$ cat config.mk
export PLATFORM = sky130hd
export DESIGN_NAME = move_detector
export DESIGN_NICKNAME = d
export VERILOG_FILES = /design/src/rtl/chess_pkg.sv /design/src/rtl/frame_debouncer.sv /design/src/rtl/move_detector.sv
export SDC_FILE = /design/constraint.sdc
export NUM_CORES = 1
export LEC_CHECK = 0
export CAP_MARGIN = 30
export CORE_UTILIZATION = 65
export DETAILED_ROUTE_END_ITERATION = 6
export GPL_ROUTABILITY_DRIVEN = 0
export PLACE_DENSITY = 0.9
export SYNTH_ARGS = -nofsm -noshare
export SYNTH_HDL_FRONTEND = slang
export SYNTH_HIERARCHICAL = 1
export SYNTH_SLANG_ARGS = --single-unit
export TNS_END_PERCENT = 5
$ cat constraint.sdc
create_clock -name clk -period 14.1 [get_ports clk]
set_clock_uncertainty 0.05 [all_clocks]
set_input_delay 1.41 -clock clk [delete_from_list [all_inputs] [get_ports clk]]
set_output_delay 1.41 -clock clk [all_outputs]
set_load 0.02 [all_outputs]
$ cat src/rtl/chess_pkg.sv
// -----------------------------------------------------------------------------
// chess_pkg
// Shared definitions for the board-sensing pipeline.
//   - state_t       : move-detector FSM states (3-bit encoding, exposed for debug)
//   - SQ_W/BOARD_W  : square index width and board bitmap width
//   - INITIAL_BOARD : occupancy of a standard starting position
//   - square_index  : row/col to square number (row*8+col)
//   - square_bit    : one-hot board mask for a square
//   - is_single     : true when exactly one bit of a board mask is set
//   - lowest_square : index of the lowest set bit of a board mask
// -----------------------------------------------------------------------------
package chess_pkg;

    localparam int SQ_W    = 6;
    localparam int BOARD_W = 64;

    localparam logic [BOARD_W-1:0] INITIAL_BOARD = 64'hFFFF_0000_0000_FFFF;

    typedef logic [SQ_W-1:0]    square_t;
    typedef logic [BOARD_W-1:0] board_t;

    typedef enum logic [2:0] {
        INIT  = 3'd0,
        IDLE  = 3'd1,
        LIFT1 = 3'd2,
        LIFT2 = 3'd3,
        ERROR = 3'd4
    } state_t;

    function automatic square_t square_index(input logic [2:0] row, input logic [2:0] col);
        return {row, col};
    endfunction

    function automatic board_t square_bit(input square_t sq);
        board_t b;
        b     = '0;
        b[sq] = 1'b1;
        return b;
    endfunction

    function automatic logic is_single(input board_t b);
        return (b != '0) && ((b & (b - board_t'(1))) == '0);
    endfunction

    // Scans from the top so the last hit is the lowest set bit.
    function automatic square_t lowest_square(input board_t b);
        square_t sq;
        sq = '0;
        for (int i = BOARD_W - 1; i >= 0; i--) begin
            if (b[i]) begin
                sq = square_index(3'(i / 8), 3'(i % 8));
            end
        end
        return sq;
    endfunction

endpackage

$ cat src/rtl/frame_debouncer.sv
// -----------------------------------------------------------------------------
// frame_debouncer
// Accepts a scan frame as the debounced board once STABLE_FRAMES consecutive
// identical frames have been seen, and pulses d_update once per stable board.
// Ports:
//   clk, rst_n      : clock, asynchronous active-low reset
//   sensor_state    : raw occupancy bitmap, sampled when frame_valid=1
//   frame_valid     : one-cycle pulse marking a complete scan frame
//   board           : debounced board (D)
//   d_update        : one-cycle pulse, board has just been (re)loaded
// -----------------------------------------------------------------------------
module frame_debouncer
    import chess_pkg::*;
#(
    parameter int STABLE_FRAMES = 4,
    parameter int CNT_W         = $clog2(STABLE_FRAMES + 1)
) (
    input  logic   clk,
    input  logic   rst_n,
    input  board_t sensor_state,
    input  logic   frame_valid,
    output board_t board,
    output logic   d_update
);

    localparam logic [CNT_W-1:0] CNT_MAX  = CNT_W'(STABLE_FRAMES - 1);
    localparam logic [CNT_W-1:0] CNT_FIRE = CNT_W'(STABLE_FRAMES - 2);

    board_t           last_sample;
    logic [CNT_W-1:0] cnt;

    // The counter counts matches after the first sample of a run, so it
    // reaches CNT_MAX on the STABLE_FRAMES-th identical frame. Firing on the
    // transition into CNT_MAX (not while sitting there) yields exactly one
    // pulse per stable run; only a mismatch can bring the counter back down.
    always_ff @(posedge clk or negedge rst_n) begin
        if (!rst_n) begin
            last_sample <= '0;
            cnt         <= '0;
            board       <= '0;
            d_update    <= 1'b0;
        end else begin
            d_update <= 1'b0;
            if (frame_valid) begin
                if (sensor_state == last_sample) begin
                    if (cnt != CNT_MAX) begin
                        cnt <= cnt + CNT_W'(1);
                    end
                    if (cnt == CNT_FIRE) begin
                        board    <= last_sample;
                        d_update <= 1'b1;
                    end
                end else begin
                    last_sample <= sensor_state;
                    cnt         <= '0;
                end
            end
        end
    end

endmodule

$ cat src/rtl/move_detector.sv
// -----------------------------------------------------------------------------
// move_detector
// Turns debounced board snapshots into chess moves. A reference board (R) holds
// the last committed position; a lift/place FSM compares each new debounced
// board (D) against R and emits from/to/capture records downstream.
// Handshake: a record is presented with move_valid=1 and held stable until a
// cycle where move_valid && move_ready; it is consumed on that edge and
// move_valid drops the following cycle unless a new record replaces it.
// Ports:
//   clk, rst_n      : clock, asynchronous active-low reset
//   sensor_state    : raw occupancy (1 = piece present)
//   frame_valid     : one-cycle pulse per complete scan frame
//   resync          : one-cycle pulse, adopt D as R and return to IDLE
//   move_ready      : downstream can accept a record
//   move_valid      : record valid
//   move_from/to    : origin / destination square (row*8+col)
//   move_capture    : destination was occupied before the move
//   move_error      : FSM is in ERROR
//   ref_board       : committed reference board R
//   fsm_state       : encoded FSM state for debug
// -----------------------------------------------------------------------------
module move_detector
    import chess_pkg::*;
#(
    parameter int STABLE_FRAMES = 4,
    parameter int CNT_W         = $clog2(STABLE_FRAMES + 1)
) (
    input  logic               clk,
    input  logic               rst_n,
    input  logic [BOARD_W-1:0] sensor_state,
    input  logic               frame_valid,
    input  logic               resync,
    input  logic               move_ready,
    output logic               move_valid,
    output logic [SQ_W-1:0]    move_from,
    output logic [SQ_W-1:0]    move_to,
    output logic               move_capture,
    output logic               move_error,
    output logic [BOARD_W-1:0] ref_board,
    output logic [2:0]         fsm_state
);

    board_t  deb_board;
    logic    d_update;

    state_t  state_q, state_d;
    board_t  ref_q, ref_d;
    square_t sq_a_q, sq_a_d;
    square_t sq_b_q, sq_b_d;

    board_t  removed, added;
    board_t  bit_a, bit_b;
    logic    stalled;
    logic    emit;
    square_t emit_from, emit_to;
    logic    emit_cap;

    frame_debouncer #(
        .STABLE_FRAMES (STABLE_FRAMES),
        .CNT_W         (CNT_W)
    ) u_debouncer (
        .clk          (clk),
        .rst_n        (rst_n),
        .sensor_state (sensor_state),
        .frame_valid  (frame_valid),
        .board        (deb_board),
        .d_update     (d_update)
    );

    // Next-state and emit decision. Board relations are expressed through the
    // squares that left R (removed) and appeared outside R (added).
    always_comb begin
        state_d   = state_q;
        ref_d     = ref_q;
        sq_a_d    = sq_a_q;
        sq_b_d    = sq_b_q;
        emit      = 1'b0;
        emit_from = '0;
        emit_to   = '0;
        emit_cap  = 1'b0;
        removed   = ref_q & ~deb_board;
        added     = deb_board & ~ref_q;
        bit_a     = square_bit(sq_a_q);
        bit_b     = square_bit(sq_b_q);
        stalled   = move_valid && !move_ready;

        if (resync && state_q != INIT) begin
            ref_d   = deb_board;
            state_d = IDLE;
        end else if (d_update) begin
            unique case (state_q)
                INIT: begin
                    ref_d   = deb_board;
                    state_d = IDLE;
                end
                IDLE: begin
                    if (deb_board == ref_q) begin
                        state_d = IDLE;
                    end else if (added == '0 && is_single(removed)) begin
                        sq_a_d  = lowest_square(removed);
                        state_d = LIFT1;
                    end else begin
                        state_d = ERROR;
                    end
                end
                LIFT1: begin
                    if (deb_board == ref_q) begin
                        state_d = IDLE;
                    end else if (removed == bit_a && is_single(added)) begin
                        emit      = 1'b1;
                        emit_from = sq_a_q;
                        emit_to   = lowest_square(added);
                    end else if (added == '0 && removed[sq_a_q]
                                 && is_single(removed & ~bit_a)) begin
                        sq_b_d  = lowest_square(removed & ~bit_a);
                        state_d = LIFT2;
                    end else begin
                        state_d = ERROR;
                    end
                end
                LIFT2: begin
                    // The square that is occupied again holds the capturing piece.
                    if (added == '0 && removed == bit_a) begin
                        emit      = 1'b1;
                        emit_from = sq_a_q;
                        emit_to   = sq_b_q;
                        emit_cap  = 1'b1;
                    end else if (added == '0 && removed == bit_b) begin
                        emit      = 1'b1;
                        emit_from = sq_b_q;
                        emit_to   = sq_a_q;
                        emit_cap  = 1'b1;
                    end else if (deb_board == ref_q) begin
                        state_d = IDLE;
                    end else if (added == '0 && removed == (bit_a | bit_b)) begin
                        state_d = LIFT2;
                    end else begin
                        state_d = ERROR;
                    end
                end
                ERROR: begin
                    if (deb_board == ref_q) begin
                        state_d = IDLE;
                    end
                end
                default: state_d = INIT;
            endcase

            // A blocked emit leaves state and R untouched so the same
            // transition is re-tried on the next d_update.
            if (emit && !stalled) begin
                ref_d   = deb_board;
                state_d = IDLE;
            end
        end
    end

    always_ff @(posedge clk or negedge rst_n) begin
        if (!rst_n) begin
            state_q      <= INIT;
            ref_q        <= '0;
            sq_a_q       <= '0;
            sq_b_q       <= '0;
            move_valid   <= 1'b0;
            move_from    <= '0;
            move_to      <= '0;
            move_capture <= 1'b0;
        end else begin
            state_q <= state_d;
            ref_q   <= ref_d;
            sq_a_q  <= sq_a_d;
            sq_b_q  <= sq_b_d;
            if (emit && !stalled) begin
                move_valid   <= 1'b1;
                move_from    <= emit_from;
                move_to      <= emit_to;
                move_capture <= emit_cap;
            end else if (move_valid && move_ready) begin
                move_valid   <= 1'b0;
                move_from    <= '0;
                move_to      <= '0;
                move_capture <= 1'b0;
            end
        end
    end

    assign move_error = (state_q == ERROR);
    assign ref_board  = ref_q;
    assign fsm_state  = state_q;

endmodule

==> flow_summary.yaml, run 1 <==
global_route:
  grt_pass1_wl_um: 157000
  grt_max_degree: 82
  grt_overflow: 10
  grt_pass1_vias: 25400
  track_usage_pct: 62.4
clocking:
  cts.sinks: 225
  htreeDepth: 1
  cts-buffers-inserted: 24
  cts_resized: 0
  post_cts_buffers: 0
  cts_root_buf: "clkbuf_16"
  cts_buffer_depth: 3
  cts_hold_buf: 0
placement:
  io_buffer_count: 150
  dpl.hpwl_um: 67200
  dpl_cell_area_sq_um: 23500
  placed_cells: 3012
synthesis:
  synthFlopType: "dfrtp_1"
  syn_area_sq_um: 21900
  synth_edf_count: 0
  synth_cells: 2532
  synth_common_cells: "dfrtp_1, ha_1, inv_1"
  ys_types: 98
  synth_most_common_cell: "dfrtp_1"
  yosysWarnings: 6
  synth_nets: 2797
  async_flop_share_pct: 100
  avgSynthCellArea_sq_um: 8.64
  synth_top_area_share_pct: 25.7
  ys_seq_area_share_pct: 25.7
  yosysTopAreaCell: "dfrtp_1"
  post_synth_main_area_contributors: "dfrtp_1, ha_1, mux2_2, xnor2_1, nand4_1"
  ys_ff_latch: 225
run_status:
  status: "did not finish"
  error: "[ERROR GRT-0116] Global routing finished with congestion. Check the congestion regions in the DRC Viewer."
  stop_stage: "global routing"
floorplan:
  die_width_um: 185
  fp.dieH_um: 185
  placementRows: 66
  initial_core_util_pct: 66.7
  io_pins: 151
## stage by stage
step                      utilization (%)  setup WS (ps)
after floorplan                         -           8440
after global placement               71.6           7560
after detailed placement             71.8           7190
after CTS                            74.5           7180
## per-layer routing
metal  track usage [%]  GRT overflow
met1              63.6             0
met3              48.7             0
met5              24.7             0
met4              54.7             9
met2              78.9             1
## cell families after synthesis
group	count (synthesis)	share of synthesized area, %
flops	225	25.7
xor+xnor	125	5.01
buf+inv	343	6.79
mux	218	11.1
compound gates	524	16.6
simple gates	898	23.4
fa+ha+maj	199	11.3
==> run 2: changes to the inputs <==
Settings changed: CORE_UTILIZATION 65 to 40, PLACE_DENSITY 0.9 to default, PLACE_DENSITY_LB_ADDON from default to 0.15.
==> run 2 against run 1 <==
The flow now finishes, with violations (DRC); synthesized cell count unchanged; area after synthesis stayed put.
==> flow_summary.yaml, run 2 <==
synthesis:
  syn_area_sq_um: 21900
  synth_top_area_share_pct: 25.7
  synthFlopType: "dfrtp_1"
  synth_nets: 2797
  synth_most_common_cell: "dfrtp_1"
  ys_seq_area_share_pct: 25.7
  synth_cells: 2532
  async_flop_share_pct: 100
  synth_common_cells: "dfrtp_1, ha_1, inv_1"
  yosysWarnings: 6
  synth_edf_count: 0
  post_synth_main_area_contributors: "dfrtp_1, ha_1, mux2_2, xnor2_1, nand4_1"
  yosysTopAreaCell: "dfrtp_1"
  ys_ff_latch: 225
  ys_types: 98
  avgSynthCellArea_sq_um: 8.64
placement:
  io_buffer_count: 150
  dpl_cell_area_sq_um: 24100
  dpl.hpwl_um: 74000
  post-place-ws_ps: 7240
min_path:
  min_path_type: "reg -> reg"
  hp-start: "move_to[2]"
run_status:
  status: "complete, but fails checks"
  violations: "DRC"
clocking:
  cts_buffer_depth: 3
  cts-buffers-inserted: 27
  clkSlewWorstSetupHoldPaths_ps: 60
  cts_root_buf: "clkbuf_16"
  cts.sinks: 225
  cts_tree: "yes"
  clk_latency_ps: 570
  htreeDepth: 1
  post_cts_buffers: 0
  cts_hold_buf: 0
  cts_resized: 0
worst_setup_path:
  path_max_fanout: 31
  critPathLaunchType: "register"
  path_class: "reg -> reg"
  critPathMaxStageDelay_ps: 940
  cp_slowest_cell: "dfrtp_1"
  cp-end-kind: "register"
  crit_path_cell_trace: "nor3b_1, nand2_1, ha_1, nor4_1, nand4_1, or2_0, o31a_1, nor4b_1, nand4_1, nor4_1, o211ai_1, or3_1, mux2_1"
  ff2ff_setup_slack_ps: 7090
  worstPathArrival_ps: 7380
  cp_data_required_time_ps: 14470
  r2r_start: "sq_a_q[0]"
  critical_path.startpoint: "sq_a_q[0]"
run:
  maxCapViolations: 0
floorplan:
  io_pins: 151
  placementRows: 85
  design.core.area_sq_um: 53900
  initial_core_util_pct: 40.6
  die-area_sq_um: 55600
  die_width_um: 236
  fp.dieH_um: 236
route:
  drt_pre_antenna_iters: 7
  drc: 109
  finalWirelength_um: 98200
  drt-vias-per-instance: 6.71
  postRouteAntennaNets: 0
  num_vias: 22500
  drt_iter0_drc: 3437
  wl_per_cell_um: 29.2
global_route:
  antenna_found_initial: 13
  track_usage_pct: 34.5
  grt_overflow: 0
  grt_pass1_wl_um: 144000
  grt_pass1_vias: 21900
  grt_max_degree: 122
timing:
  fin_ws_ps: 7090
  slew_viol_final: 0
  report.final.hold_viol_count: 0
  worst_pin_slew_ps: 1200
  rsz0062_at_grt: "no"
  tns_ps: 0
  setup_viol: 0
  fin_crit_sh_pct: 49.7
  post-route-min-period_ps: 7010
  slew_headroom_pct: 17.7
  timing.fmax_mhz: 143
power:
  p_per_area_nw_per_um2: 57.7
  vdd_ir_drop_max_mv: 0.0732
  p_leak_uw: 0.00975
final_layout:
  utilization_pct: 46.3
  synthToLayoutAreaGrowth_pct: 14.0
  design_area_sq_um: 24900
  final_common_cell: "dfrtp_1"
  fin_nets: 2905
  drive_gt1_share_pct: 10.8
  layout_common_cells: "dfrtp_1, ha_1, inv_1"
==> run 2: logic make-up after synthesis <==
family / synth area share, %
and+or+nand+nor: 23.4
buffers and inverters: 6.79
AOI/OAI and AO/OA: 16.6
DFF: 25.7
xor gates and xnor gates: 5.01
adders and majority gates: 11.3
muxes: 11.1
==> run 2: area by class of cell <==
cell class | instances | area [sq um]
Antenna cell | 5 | 12.5
Multi-Input combinational cell | 1964 | 14800
Clock inverter | 8 | 52.6
Sequential cell | 225 | 5630
Fill cell | 5205 | 29000
Timing Repair Buffer | 239 | 2150
Clock buffer | 38 | 757
Inverter | 183 | 687
Tap cell | 696 | 871
==> run 2: metrics by stage <==
step | std cells | hold slack, ps | power (uW)
2_1_floorplan | 2532 | 429 | 737
3_5_place_dp | 3306 | 433 | 793
5_1_grt | 3354 | 459 | 1490
4_1_cts | 3352 | 446 | 1450
6_report | 3358 | 443 | 1440
3_3_place_gp | 3298 | 419 | 791
==> run 2: per-layer routing <==
layer	routed length, um	up-vias	track usage [%]
met3	11500	482	10.5
met5	91	-	0
li1	-	9725	-
met2	41300	1615	52.1
met1	37400	10700	42.9
met4	7870	14	21.6
==> run 2: power breakdown <==
| group | internal (uW) | switching [uW] | total, uW |
|---|---|---|---|
| clock network | 372 | 286 | 657 |
| logic | 52.6 | 43.0 | 95.6 |
| registers | 665 | 20.7 | 685 |
==> run 2: worst paths after layout <==
check | endpoint | cells past startpoint
setup reg to reg | sq_b_q[3] | 13
min in group asynchronous | sq_a_q[1] | 1
hold reg to reg | move_to[2] | 1
max in group asynchronous | ref_board[52] | 3
setup / recovery | sq_b_q[3] | 13
hold / removal | move_to[2] | 1
==> run 2: worst max-delay path: cells and delay by family, from the launching register on <==
family	cells	cell delay (ps)
fa+ha+maj	1	340
flops	1	940
compound gates	2	730
mux	1	360
simple gates	9	4450
(Power assumes the default switching activity.)
==> run 3: changes to the inputs <==
Clock period 14.1 ns to 7.3 ns, I/O delays scaled along.
==> run 3 against run 2 <==
The flow still finishes with violations (DRC); via count rose by 0.65%; sequential power rose by 94%; design area down 0.13%; clock-buffer cell count unchanged; maximum frequency up 8.1%; register-to-register slack got worse by 6300 ps; total power up 95%; sequential share of layout area hardly changed; non-clock buffer count down 10; cell count is 0.36% lower; highest routed layer unchanged.
==> flow_summary.yaml, run 3 (synthesized netlist as in run 2, its figures left out) <==
timing:
  timing.fmax_mhz: 154
  post-route-min-period_ps: 6490
  setup_viol: 0
  fin_crit_sh_pct: 88.8
  slew_headroom_pct: 24.0
  tns_ps: 0
  rsz0062_at_grt: "no"
  worst_pin_slew_ps: 1130
  report.final.hold_viol_count: 0
  slew_viol_final: 0
  whs_ps: 134
route:
  wl_per_cell_um: 29.9
  finalWirelength_um: 100000
  drc: 42
  num_vias: 22700
  drt_iter0_drc: 3364
  postRouteAntennaNets: 0
  drt-vias-per-instance: 6.78
  drt_pre_antenna_iters: 7
power:
  p_leak_uw: 0.00973
  p_per_area_nw_per_um2: 113
  vdd_ir_drop_max_mv: 0.159
  totalPowerFinal_uw: 2800
final_layout:
  final_common_cell: "dfrtp_1"
  fin_nets: 2894
  drive_gt1_share_pct: 10.5
  layout_common_cells: "dfrtp_1, ha_1, inv_1"
  utilization_pct: 46.2
  finalNonFillerCells: 3346
  synthToLayoutAreaGrowth_pct: 13.9
global_route:
  grt_overflow: 0
  track_usage_pct: 35.1
  grt_max_degree: 86
  antenna_found_initial: 7
  grt_pass1_wl_um: 145000
  grt_pass1_vias: 21400
clocking:
  htreeDepth: 1
  clk_latency_ps: 560
  post_cts_buffers: 0
  cts_root_buf: "clkbuf_16"
  cts_tree: "yes"
  cts.sinks: 225
  cts_resized: 0
  cts-buffers-inserted: 26
  cts_hold_buf: 0
  clkSlewWorstSetupHoldPaths_ps: 60
  cts_buffer_depth: 3
floorplan:
  initial_core_util_pct: 40.6
  fp.dieH_um: 236
  placementRows: 85
  die-area_sq_um: 55600
  die_width_um: 236
  io_pins: 151
  design.core.area_sq_um: 53900
worst_setup_path:
  cp-end-kind: "register"
  path_delay_family: "simple AND/OR/NAND/NOR gates"
  cp_data_required_time_ps: 7690
  crit_path_frequent_cell: "nor4_1"
  crit_path_cell_trace: "buf_4, and3_1, nand2_1, ha_1, nor4_1, nand4_1, buf_4, nor4_1, nand3b_1, o31ai_1, nand4_1, nor4_1, o211ai_1, or3_1, mux2_1"
  cp_slowest_cell: "nor4_1"
  critPathMaxStageDelay_ps: 790
  reg2reg_depth: 15
  path_class: "reg -> reg"
  path_depth: 15
  path_max_fanout: 21
  crit_buf_inv: 2
  worstPathArrival_ps: 6870
  critPathLaunchType: "register"
min_path:
  min_path_type: "in -> async"
placement:
  dpl.hpwl_um: 75200
  placed_cells: 3297
  io_buffer_count: 150
run_status:
  status: "complete, but fails checks"
  violations: "DRC"
run:
  maxCapViolations: 0
==> run 3: stage by stage <==
| step | area (sq um) | setup slack (ps) |
|---|---|---|
| 4_1_cts | 24900 | 1100 |
| 2_1_floorplan | 21900 | 1640 |
| 6_report | 24900 | 815 |
| 3_3_place_gp | 24100 | 911 |
| 5_1_grt | 24900 | 522 |
| 3_5_place_dp | 24100 | 1110 |
==> run 3: final timing paths <==
check | slack, ps | startpoint | end
setup / recovery | 810 | sq_a_q[1] | sq_b_q[5]
hold / removal | 130 | rst_n | sq_b_q[5]
setup reg to reg | 810 | sq_a_q[1] | sq_b_q[5]
hold reg to reg | 430 | move_to[2] | move_to[2]
max in group asynchronous | 5360 | rst_n | u_debouncer/board[4]
min in group clk | 430 | move_to[2] | move_to[2]
==> run 3: cell type report <==
type / instances / area, sq um
clock buffer: 38 / 767
antenna: 6 / 15.0
multi-input combinational: 1964 / 14800
timing repair buffer: 229 / 2100
sequential: 225 / 5630
fill: 5366 / 29000
clock inverter: 5 / 56.3
tap: 696 / 871
inverter: 183 / 687
==> run 3: power breakdown <==
part	leakage [uW]	switching [uW]	total [uW]	internal (uW)
clock network	0.000402	536	1290	756
logic	0.00667	83.5	185	102
registers	0.00266	43.5	1330	1280
==> run 3: routing by layer <==
metal,part of all wire (%),GRT usage (%)
met1,38,43.2
met2,42,53.4
met3,11,9.90
met4,8.6,23.5
met5,0.13,0
